==> config.mk <==
export PLATFORM = sky130hd
export DESIGN_NAME = mips_mem_arbiter
export DESIGN_NICKNAME = d
export VERILOG_FILES = /design/src/rtl/mips_mem_arbiter.sv
export SDC_FILE = /design/constraint.sdc
export NUM_CORES = 1
export LEC_CHECK = 0
export CAP_MARGIN = 15
export CORE_MARGIN = 2
export CORE_UTILIZATION = 33
export CTS_CLUSTER_DIAMETER = 40
export DETAILED_ROUTE_END_ITERATION = 16
export HOLD_SLACK_MARGIN = 0.05
export MAX_ROUTING_LAYER = met4
export PLACE_DENSITY = 0.87
export SETUP_SLACK_MARGIN = 0.4
export SYNTH_ARGS = -nofsm -noshare
export SYNTH_HDL_FRONTEND = slang
export SYNTH_SLANG_ARGS = --single-unit
==> constraint.sdc <==
create_clock -name clk1 -period 2.6 [get_ports clk1]
set_input_delay 0.26 -clock clk1 [delete_from_list [all_inputs] [get_ports clk1]]
set_output_delay 0.26 -clock clk1 [all_outputs]
set_load 0.02 [all_outputs]
==> src/rtl/mips_mem_arbiter.sv <==
// Shared single-port memory arbiter for a MIPS core: one instruction-fetch
// port and one data port share a synchronous-read memory. Data accesses win
// by default; a run limit keeps a pending fetch from being starved. Halt
// masks fetch requests only.
module mips_mem_arbiter #(
   parameter int AW         = 10,
   parameter int MAX_DM_RUN = 2
) (
   input  logic          clk1,
   input  logic          rst_n,
   input  logic          halted,
   input  logic          if_req,
   input  logic [AW-1:0] if_addr,
   output logic          if_gnt,
   output logic          if_rvalid,
   output logic [31:0]   if_rdata,
   input  logic          dm_req,
   input  logic          dm_we,
   input  logic [AW-1:0] dm_addr,
   input  logic [31:0]   dm_wdata,
   output logic          dm_gnt,
   output logic          dm_rvalid,
   output logic [31:0]   dm_rdata,
   output logic          mem_en,
   output logic          mem_we,
   output logic [AW-1:0] mem_addr,
   output logic [31:0]   mem_wdata,
   input  logic [31:0]   mem_rdata
);

   localparam int RUN_W = (MAX_DM_RUN < 1) ? 1 : $clog2(MAX_DM_RUN + 1);
   localparam logic [RUN_W-1:0] RUN_MAX = RUN_W'(MAX_DM_RUN);

   typedef enum logic [1:0] {IDLE, IF_ACC, DM_RD, DM_WR} state_t;

   state_t           state;
   state_t           state_nxt;
   logic [RUN_W-1:0] dm_run;
   logic [RUN_W-1:0] dm_run_nxt;
   logic             armed;
   logic [AW-1:0]    addr_nxt;
   logic [31:0]      wdata_nxt;
   logic             if_pend;
   logic             take_if;

   // A halted core cannot fetch; the fetch wins only once the data run
   // has reached its limit (or when there is no data request at all).
   assign if_pend = if_req & ~halted;
   assign take_if = if_pend & (~dm_req | (dm_run == RUN_MAX));

   // State, run counter, registered memory command and read-valid tracking.
   // armed delays the first grant so the first edge after release only arms.
   always_ff @(posedge clk1 or negedge rst_n) begin
      if (!rst_n) begin
         state     <= IDLE;
         dm_run    <= '0;
         armed     <= 1'b0;
         mem_addr  <= '0;
         mem_wdata <= '0;
         if_rvalid <= 1'b0;
         dm_rvalid <= 1'b0;
      end else begin
         armed     <= 1'b1;
         state     <= state_nxt;
         dm_run    <= dm_run_nxt;
         mem_addr  <= addr_nxt;
         mem_wdata <= wdata_nxt;
         if_rvalid <= (state == IF_ACC);
         dm_rvalid <= (state == DM_RD);
      end
   end

   // Arbitrate the sampled requests into the access issued next cycle.
   always_comb begin
      state_nxt  = IDLE;
      addr_nxt   = '0;
      wdata_nxt  = '0;
      dm_run_nxt = dm_run;
      if (armed) begin
         if (dm_req && !take_if) begin
            state_nxt = dm_we ? DM_WR : DM_RD;
            addr_nxt  = dm_addr;
            wdata_nxt = dm_wdata;
            if (if_pend && (dm_run != RUN_MAX)) begin
               dm_run_nxt = dm_run + RUN_W'(1);
            end
         end else if (if_pend) begin
            state_nxt = IF_ACC;
            addr_nxt  = if_addr;
         end
         if (!if_pend || (state_nxt == IF_ACC)) begin
            dm_run_nxt = '0;
         end
      end
   end

   // Decode grant/command strobes from the current access; gate read data.
   always_comb begin
      if_gnt   = (state == IF_ACC);
      dm_gnt   = (state == DM_RD) || (state == DM_WR);
      mem_en   = (state != IDLE);
      mem_we   = (state == DM_WR);
      if_rdata = if_rvalid ? mem_rdata : 32'd0;
      dm_rdata = dm_rvalid ? mem_rdata : 32'd0;
   end

endmodule

======== Word-level counts from Yosys, hierarchy flattened ========
Cells that the tools add are included.
storage, ports and cells
  register bits ........................... 49
  bits of input ports ..................... 90
  output and inout bits ................... 112
  word-level logic and storage cells ...... 44
cells by class
  add/sub/neg operators ................... 1
  equality and inequality tests ........... 6
  muxes and demuxes ....................... 15
  bitwise logic cells ..................... 5
  reduce and logical (&&, ||, !) cells .... 10
operator list
  operator               count
  $mux W32               4
  $mux W10               3
  $mux W2                6
  $eq A2 B2 Y1 const B   3
  $reduce_bool A2 Y1     3
  $eq A2 B1 Y1 const B   2
  $reduce_and A3 Y1      1
  $add A2 B1 Y2 const B  1
  $and A1 B1 Y1          2
  $logic_and A1 B1 Y1    2
  $logic_not A1 Y1       2
  $logic_or A1 B1 Y1     2
  $mux W1                2
  $ne A2 B2 Y1 const B   1
  $not A1 Y1             2
  $or A1 B1 Y1           1

======== Logic depth before layout (Yosys ltp) ========
Gate-level depths: netlist of run 1.
  depth in word-level cells ............... 11
  mapped depth ............................ 6

======== Least setup slack after synthesis of run 1 ========
Ideal clock, no wire load.
  kind .................................... register to register
  start ................................... reg dm_run[0]
  end ..................................... reg mem_addr[0]
  library setup time ...................... 121 ps
  arrival ................................. 1,228 ps
  path slack .............................. 1,251 ps
  cell stages (with the launch flop) ...... 7
  path buffers ............................ 1
  clock period less this slack ............ 1,349 ps
  cell sequence ........................... dfrtp_1 inv_1 ha_1 nand2b_1 and3_1 buf_2 a22o_1
between the ends
  longest elaborated chain between the ends .. 7
RTL lines
  item                    RTL line  text
  from (decl)             38        logic [RUN_W-1:0] dm_run;
  from (signal assigned)  65        dm_run <= dm_run_nxt;
  $eq A2 B2 Y1            49        assign take_if = if_pend & (~dm_req | (dm_run == RUN_MAX));
  $or A1 B1 Y1            49
  $and A1 B1 Y1           49
  $logic_not A1 Y1        80        if (dm_req && !take_if) begin
  $logic_and A1 B1 Y1     80
  $mux W10                80
  $mux W10                79        if (armed) begin
  named net addr_nxt[0]   41        logic [AW-1:0] addr_nxt;
  to (signal assigned)    66        mem_addr <= addr_nxt;
  to (decl)               26        output logic [AW-1:0] mem_addr,
The timed path passes the listed nets, and every way through them passes these cells.
A chain may end at the register's enable or synchronous reset.

======== Final worst setup path of run 1 ========
  start ................................... reg if_rvalid
  end ..................................... out if_rdata[28]
between the ends
  longest elaborated chain between the ends .. 1
RTL lines
  item                    RTL line  text
  from (decl)             15        output logic if_rvalid,
  from (signal assigned)  68        if_rvalid <= (state == IF_ACC);
  $mux W32                103       if_rdata = if_rvalid ? mem_rdata : 32'd0;
  to (decl)               16        output logic [31:0] if_rdata,
Every way passes these cells.

==> impl_metrics.env, run 1 <==
export IMPL_ir_drop_mv=0.383
export IMPL_rows=29
export IMPL_status="completed"
export IMPL_clockBufferDepth=2
export IMPL_fp_dieH_um=84.2
export IMPL_clock_skew_ps=5.86
export IMPL_rr_worst_depth=5
export IMPL_grt_usage_pct=18.8
export IMPL_worstHoldPathType="in -> async"
export IMPL_synth_top_family_by_area="simple AND/OR/NAND/NOR gates"
export IMPL_synthTopCellsByCount="and2_1 (97), dfrtp_1 (49), a22o_1 (10)"
export IMPL_synthCells=187
export IMPL_postCtsSetupRepairBufs=0
export IMPL_first_pass_iters=3
export IMPL_io_pin_count=202
export IMPL_path_max_fanout=33
export IMPL_synth_edff_count=0
export IMPL_p_per_area_mw_per_mm2=422
export IMPL_fp_dieW_um=84.2
export IMPL_fin_setup_tns_ps=0
export IMPL_hold_viol=0
export IMPL_dieArea_mm2=0.00709
export IMPL_synthArstFlopShare_pct=100
export IMPL_wl_mm=6.58
export IMPL_synth_compound_area_share_pct=5.96
export IMPL_coreArea_mm2=0.00628
export IMPL_syn_nets=278
export IMPL_synthTopCellsByArea="dfrtp_1 (58%), and2_1 (29%), a22o_1 (4.1%)"
export IMPL_clk_latency_ps=290
export IMPL_crit_type="reg -> out"
export IMPL_grt_overflow_total=0
export IMPL_vias_per_cell=4.37
export IMPL_syn_to_final_growth_pct=104
export IMPL_slew_violations=0
export IMPL_synth_xor_area_share_pct=0
export IMPL_seq_area_frac_synth_pct=57.8
export IMPL_antenna_found_initial=0
export IMPL_io_buffers=201
export IMPL_yosysTopAreaCell="dfrtp_1"
export IMPL_gp_congestion=0.945
export IMPL_drc_errors=0
export IMPL_grt_first_pass_wirelength_mm=10.2
export IMPL_final_net_count=478
export IMPL_worst_setup_path_end_kind="primary output"
export IMPL_postLayoutCoreUtil_pct=68.9
export IMPL_clkSlewWorstSetupHoldPaths_ps=80
export IMPL_grt_pass1_vias=2045
export IMPL_rsz0062_at_grt="no"
export IMPL_muxShareOfSynthArea_pct=0
export IMPL_yosys_warnings=0
export IMPL_post_dp_hpwl_mm=5.53
export IMPL_p_leak_nw=1.86
export IMPL_yosys_cell_types_count=21
export IMPL_syn_area_per_cell_um2=11.3
export IMPL_synth_seq_cells=49
export IMPL_start_util_pct=33.8
export IMPL_crit_required_ps=2340
export IMPL_yosysMostFrequentCell="and2_1"
export IMPL_cts_sinks=49
export IMPL_clock_fmax_mhz=504
export IMPL_layout_drive_gt1_share_pct=4.12
export IMPL_cp_data_arrival_time_ps=1720
export IMPL_cts_made_buffers=5
export IMPL_antenna_cells=0
export IMPL_postRouteAntennaNets=0
export IMPL_crit_path_start_kind="flop"
export IMPL_htreeDepth=2
export IMPL_yosys_area_share_simple_pct=32.1
export IMPL_synth_top_area_share_pct=57.8
export IMPL_grt_start_max_net_pins=50
export IMPL_cts_tree="yes"
export IMPL_max_cap_viol_count=0
export IMPL_setup_viol=0
export IMPL_synth_fa_ha_area_share_pct=0.590
export IMPL_drtIter0Drc=25
export IMPL_holdWs_ps=351
export IMPL_wl_per_cell_um=14.1
export IMPL_min_period_over_period_pct=76.3
export IMPL_synth_area_mm2=0.00212
export IMPL_ctsRootBufferMaster="clkbuf_8"
export IMPL_period_minus_slack_ps=1980
export IMPL_synthFlopType="dfrtp_1"
export IMPL_route_vias_total=2032
path summary, 6_finish.rpt:
check,startpoint,end,slack (ps)
hold reg to reg,state[0]$_DFF_PN0_,dm_rvalid$_DFF_PN0_,450
hold / removal,rst_n,mem_wdata[30]$_DFF_PN0_,350
min in group clk1,state[0]$_DFF_PN0_,dm_rvalid$_DFF_PN0_,450
max in group asynchronous,rst_n,dm_rvalid$_DFF_PN0_,1770
setup / recovery,if_rvalid$_DFF_PN0_,if_rdata[28],620
setup reg to reg,dm_run[0]$_DFFE_PN0P_,mem_addr[5]$_DFF_PN0_,1100
kinds of logic after synthesis:
logic type / after synthesis
other cells: 1
simple gates: 108
flops: 49
fa+ha+maj: 1
compound gates: 14
buf+inv: 14
power by group:
group          internal, mW  switching [mW]  total [mW]  leakage, nW
registers             0.794          0.0206       0.814        0.653
clock network         0.314           0.235       0.548       0.0585
logic                 0.273           0.187       0.461         1.15
total                  1.38           0.443        1.82         1.86
cells in the final DEF (no fill, tap or decap), drive strengths merged, types with 2 or more instances in the layout:
cell type,n
clkbuf,7
a22o,10
dfrtp,49
nor2b,6
buf,4
inv,2
clkdlybuf4s50,200
and2,97
area by class of cell:
type | instances | area [µm²]
Fill cell | 487 | 1950
Clock buffer | 7 | 86.3
Tap cell | 77 | 96.3
Sequential cell | 49 | 1230
Inverter | 2 | 7.51
Timing Repair Buffer | 205 | 2050
Clock inverter | 1 | 30.0
Multi-Input combinational cell | 124 | 823
routing by layer:
| metal | wire [µm] | share of wire, % | GRT usage [%] |
|---|---|---|---|
| met1 | 2210 | 34 | 18.7 |
| met2 | 3660 | 56 | 35.5 |
| met3 | 555 | 8.4 | 4.42 |
| met4 | 155 | 2.4 | 6.30 |
| met5 | 0 | 0 | - |
state kept, by name, indices dropped and copies added (netlist names):
register	count
dm_run	2
if_rvalid	1
armed	1
mem_addr	10
state	2
dm_rvalid	1
mem_wdata	32
worst max-delay path: stages (launching register included):
cell and delay, ps:
dfrtp_2 620, and2_1 200, clkdlybuf4s50_1 600
repair_timing:
action / in CTS / in global routing
resized for setup: 2 / 0
endpoints found under the setup margin: 49 / 0
hold endpoints to repair: 0 / 9
hold buffers: 0 / 1
per-stage QoR:
| stage | power [mW] | instance area [µm²] | std cells | setup slack, ps |
|---|---|---|---|---|
| after global placement | 1.28 | 4180 | 455 | 703 |
| after floorplan | 0.990 | 2120 | 187 | 1250 |
| final | 1.82 | 4320 | 465 | 617 |
| after CTS | 1.84 | 4290 | 463 | 587 |
| after global routing | 1.90 | 4320 | 465 | 513 |
| after detailed placement | 1.29 | 4180 | 455 | 690 |
(Power assumes the default switching activity.)
==> run 2: changes to the inputs <==
- CORE_UTILIZATION: 33 -> 30
- PLACE_DENSITY: 0.87 -> 0.8
- clock period: 2.6 -> 2 ns (I/O delays scaled with it)
==> run 2 against run 1 <==
Sequential share of layout area is 0.082 points higher. Critical path depth is 1 higher. Non-clock buffer count stayed put. Core utilization is 5.9 points lower. Flip-flop and latch count stayed put. Cell count is 4.3% higher. Combinational power is 26% higher. Power is 28% higher. Critical endpoint is now if_rdata[20]. Largest cell class unchanged. Highest routed layer unchanged.
==> impl_metrics.env, run 2 (synthesis results as in run 1) <==
export IMPL_grt_pass1_vias=2000
export IMPL_clkSlewWorstSetupHoldPaths_ps=80
export IMPL_slew_violations=0
export IMPL_coreArea_mm2=0.00683
export IMPL_n_fill_cell=601
export IMPL_relSlewSlack_pct=60.5
export IMPL_crit_type="reg -> out"
export IMPL_fp_dieH_um=88.1
export IMPL_route_layer_met1_wl_mm=2.38
export IMPL_final_cells=485
export IMPL_top_layer_used="met4"
export IMPL_grt_usage_pct=17.8
export IMPL_htreeDepth=2
export IMPL_worstHoldPathType="in -> reg"
export IMPL_cts_sinks=49
export IMPL_final_net_count=479
export IMPL_postRouteAntennaNets=0
export IMPL_first_pass_iters=3
export IMPL_io_buffers=201
export IMPL_clockBufferDepth=2
export IMPL_post_dp_hpwl_mm=5.49
export IMPL_hold_viol=0
export IMPL_cts_made_buffers=5
export IMPL_postLayoutCoreUtil_pct=63.0
export IMPL_rows=30
export IMPL_numPlacedInstances=475
export IMPL_ir_drop_mv=0.384
export IMPL_top_regs="mem_wdata x32, mem_addr x10"
export IMPL_wl_met2_mm=3.77
export IMPL_antenna_cells=0
export IMPL_grt_start_max_net_pins=50
export IMPL_syn_to_final_growth_pct=103
export IMPL_p_per_area_mw_per_mm2=542
export IMPL_wl_mm=6.83
export IMPL_grt_overflow_total=0
export IMPL_antenna_found_initial=0
export IMPL_wl_per_cell_um=14.1
export IMPL_worst_setup_path_end_kind="primary output"
export IMPL_layout_drive_gt1_share_pct=4.11
export IMPL_gp_congestion=0.773
export IMPL_grt_first_pass_wirelength_mm=10.2
export IMPL_p_leak_nw=2.10
export IMPL_cp_data_arrival_time_ps=1320
export IMPL_crit_required_ps=1800
export IMPL_fp_dieW_um=88.1
export IMPL_status="completed"
export IMPL_clk_latency_ps=290
export IMPL_worst_pin_slew_ps=593
export IMPL_setup_viol=0
export IMPL_route_vias_total=2029
export IMPL_wl_met3_um=599
export IMPL_largest_register="mem_wdata"
export IMPL_dieArea_mm2=0.00776
export IMPL_drtIter0Drc=41
export IMPL_vias_per_cell=4.18
export IMPL_rsz0062_at_grt="yes"
export IMPL_cts_tree="yes"
export IMPL_ctsRootBufferMaster="clkbuf_8"
export IMPL_max_cap_viol_count=0
export IMPL_period_minus_slack_ps=1520
export IMPL_clock_fmax_mhz=656
export IMPL_layout_commonest_cell="clkdlybuf4s50_1"
export IMPL_drc_errors=0
export IMPL_postCtsSetupRepairBufs=0
export IMPL_layout_common_cells="clkdlybuf4s50_1 (130), and2_1 (97), dfrtp_1 (49)"
export IMPL_clock_skew_ps=5.65
export IMPL_start_util_pct=31.1
export IMPL_largest_register_ffs=32
export IMPL_min_period_over_period_pct=76.2
export IMPL_fin_setup_tns_ps=0
export IMPL_path_max_fanout=33
export IMPL_io_pin_count=202
export IMPL_crit_path_start_kind="flop"
-- run 2: worst max-delay path, stage by stage (launching register included) --
cell and delay (ps):
dfrtp_1 380, buf_6 170, and2_1 170, dlygate4sd2_1 310
-- run 2: through the flow --
step	hold slack [ps]	instance area, µm²	setup WS, ps	total power, mW
after floorplan	-95.6	2120	651	1.29
after global placement	335	4210	213	1.67
after detailed placement	336	4210	109	1.68
after CTS	448	4270	368	2.36
after global routing	446	4300	394	2.45
final	455	4300	476	2.33
-- run 2: cell type report --
cell class | count | area (µm²) | share of cell area [%]
clock buffer | 7 | 86.3 | 2.01
multi-input combinational | 125 | 841 | 19.5
clock inverter | 1 | 30.0 | 0.698
timing repair buffer | 205 | 1990 | 46.3
inverter | 2 | 7.51 | 0.174
tap | 96 | 120 | 2.79
sequential | 49 | 1230 | 28.5
-- run 2: worst paths after layout --
path / end / cells after the start / startpoint / slack (ps)
setup / recovery: if_rdata[20] / 3 / if_rvalid$_DFF_PN0_ / 480
hold / removal: mem_wdata[30]$_DFF_PN0_ / 2 / dm_wdata[30] / 460
setup reg to reg: mem_addr[9]$_DFF_PN0_ / 5 / dm_run[0]$_DFFE_PN0P_ / 480
hold reg to reg: dm_rvalid$_DFF_PN0_ / 1 / state[0]$_DFF_PN0_ / 460
max in group asynchronous: mem_wdata[22]$_DFF_PN0_ / 3 / rst_n / 1050
min in group asynchronous: mem_wdata[15]$_DFF_PN0_ / 3 / rst_n / 540
-- run 2: report_power, final --
part | switching, mW | internal, mW
clock | 0.299 | 0.408
combinational | 0.258 | 0.322
sequential | 0.0142 | 1.03
total | 0.571 | 1.76
-- run 2: repair_timing --
item                       CTS  global route
gates cloned                 1             0
hold endpoints to repair    49             0
hold buffers                 1             0
resized for setup           72            25
pin swaps                    1             1
setup endpoints to repair  111            34
-- run 2: per-layer routing --
metal / vias up / GRT usage [%]
met5: - / -
met4: 0 / 3.86
met3: 9 / 4.71
met2: 111 / 34.0
met1: 925 / 18.2
li1: 984 / -
==> run 3: changes to the inputs <==
- clock period: 2 -> 1.5 ns (I/O delays scaled with it)
==> run 3 against run 2 <==
Critical path depth unchanged. Global-route usage rose by 2.2 points. Flip-flop and latch count is the same. Combinational power increased by 47%. Highest routed layer unchanged. Final area shrank 1.2%. First-iteration DRC count rose by 2.4%. Core utilization down 0.75 points. Routed wire length increased by 16%. Sequential share of layout area grew 0.40 points. Register-to-register slack got worse by 290 ps. Critical endpoint is now if_rdata[31].
==> impl_metrics.env, run 3 (synthesis results as in run 1) <==
export IMPL_period_minus_slack_ps=1340
export IMPL_route_vias_total=2182
export IMPL_clk_latency_ps=290
export IMPL_wl_met3_um=683
export IMPL_gp_congestion=0.745
export IMPL_place_ws_ps=-277
export IMPL_top_layer_used="met4"
export IMPL_dieArea_mm2=0.00776
export IMPL_power_mw=3.03
export IMPL_worstHoldPathType="in -> async"
export IMPL_io_buffers=201
export IMPL_ir_drop_mv=0.651
export IMPL_setup_viol=0
export IMPL_drc_errors=0
export IMPL_route_layer_met1_wl_mm=2.55
export IMPL_slew_violations=0
export IMPL_clock_fmax_mhz=746
export IMPL_grt_overflow_total=0
export IMPL_p_per_area_mw_per_mm2=712
export IMPL_layout_drive_gt1_share_pct=47.2
export IMPL_io_pin_count=202
export IMPL_cp_startpoint="if_rvalid$_DFF_PN0_"
export IMPL_crit_path_start_kind="flop"
export IMPL_clock_skew_ps=6.39
export IMPL_ctsRootBufferMaster="clkbuf_8"
export IMPL_n_fill_cell=649
export IMPL_grt_pass1_vias=2186
export IMPL_layout_commonest_cell="clkdlybuf4s50_1"
export IMPL_wl_met2_mm=4.59
export IMPL_min_period_over_period_pct=89.4
export IMPL_grt_start_max_net_pins=34
export IMPL_rows=30
export IMPL_wl_per_cell_um=15.6
export IMPL_coreArea_mm2=0.00683
export IMPL_path_max_fanout=33
export IMPL_htreeDepth=2
export IMPL_status="completed"
export IMPL_cts_tree="yes"
export IMPL_start_util_pct=31.1
export IMPL_rsz0062_at_grt="yes"
export IMPL_crit_type="reg -> out"
export IMPL_syn_to_final_growth_pct=100
export IMPL_antenna_cells=0
export IMPL_p_leak_nw=2.22
export IMPL_post_dp_hpwl_mm=5.65
export IMPL_postRouteAntennaNets=0
export IMPL_grt_first_pass_wirelength_mm=11.2
export IMPL_fp_dieW_um=88.1
export IMPL_antenna_found_initial=0
export IMPL_max_cap_viol_count=0
export IMPL_crit_required_ps=1350
export IMPL_setup_ws_ps=160
export IMPL_largest_register_ffs=32
export IMPL_worst_setup_path_end_kind="primary output"
export IMPL_cp_data_arrival_time_ps=1190
export IMPL_cts_sinks=49
export IMPL_cts_made_buffers=5
export IMPL_layout_common_cells="clkdlybuf4s50_1 (88), buf_2 (63), and2_1 (61)"
export IMPL_fp_dieH_um=88.1
export IMPL_holdWs_ps=324
export IMPL_largest_register="mem_wdata"
export IMPL_grt_usage_pct=20.0
export IMPL_clkSlewWorstSetupHoldPaths_ps=90
export IMPL_rr_startpoint="dm_run[0]$_DFFE_PN0P_"
export IMPL_first_pass_iters=4
export IMPL_vias_per_cell=4.30
export IMPL_top_regs="mem_wdata x32, mem_addr x10"
export IMPL_final_net_count=501
export IMPL_clockBufferDepth=2
export IMPL_hold_viol=0
export IMPL_drtIter0Drc=42
export IMPL_wl_mm=7.89
==> run 3: changes by cell type in the layout (fill, tap and decap cells not counted), sizes merged <==
cell and delta:
buf +96, dlygate4sd2 -46, clkdlybuf4s50 -42, clkbuf +34, clkdlybuf4s15 -22, a21oi +2
and3 +1, bufinv -1, clkinvlp +1, dlymetal6s2s -1
==> run 3: worst paths after layout <==
kind                                      endpoint  slack [ps]  depth (start not counted)
min reg2reg                    dm_rvalid$_DFF_PN0_         580                          2
min in group clk1          mem_wdata[23]$_DFF_PN0_         420                          2
max reg2reg                  mem_addr[8]$_DFF_PN0_         190                          5
min                         mem_wdata[2]$_DFF_PN0_         320                          2
max                                   if_rdata[31]         160                          3
max in group asynchronous      if_rvalid$_DFF_PN0_         660                          3
==> run 3: repair_timing <==
item | 4_1_cts | 5_1_grt
setup endpoints to repair | 155 | 158
gates cloned | 5 | 0
gates resized for setup | 373 | 112
hold buffers | 1 | 0
setup buffers | 10 | 5
endpoints found under the hold margin | 18 | 0
pin swaps | 21 | 21
==> run 3: worst max-delay path, stage by stage (launching register included) <==
cell	delay [ps]
dfrtp_2	420
buf_12	160
and2_2	170
buf_4	150
==> run 3: routing by layer <==
layer / global-route usage (%) / vias to the layer above
met3: 5.66 / 7
li1: - / 1038
met1: 18.5 / 1028
met2: 40.2 / 109
met4: 4.13 / 0
met5: - / -
==> run 3: cell type report <==
| type | instances | area, µm² | share of cell area, % |
|---|---|---|---|
| timing repair buffer | 224 | 1790 | 42.1 |
| sequential | 49 | 1230 | 28.9 |
| multi-input combinational | 128 | 1010 | 23.7 |
| tap | 96 | 120 | 2.83 |
| clock buffer | 7 | 86.3 | 2.03 |
| clock inverter | 1 | 7.51 | 0.177 |
| inverter | 2 | 7.51 | 0.177 |
==> run 3: metrics by stage <==
| step | TNS, ps | std cells | util, % | instance area (µm²) |
|---|---|---|---|---|
| after CTS | 0 | 502 | 62.9 | 4300 |
| after floorplan | 0 | 187 | - | 2160 |
| after detailed placement | -10660 | 478 | 63.0 | 4300 |
| after global routing | 0 | 507 | 62.2 | 4250 |
| after global placement | -7920 | 478 | 63.0 | 4300 |
| final | 0 | 507 | 62.2 | 4250 |
==> run 3: power by group <==
part | switching, mW | total, mW | internal, mW | leakage, nW
Clock | 0.403 | 0.778 | 0.375 | 0.0445
Combinational | 0.385 | 0.851 | 0.466 | 1.52
Sequential | 0.0216 | 1.40 | 1.38 | 0.653
Total | 0.809 | 3.03 | 2.22 | 2.22
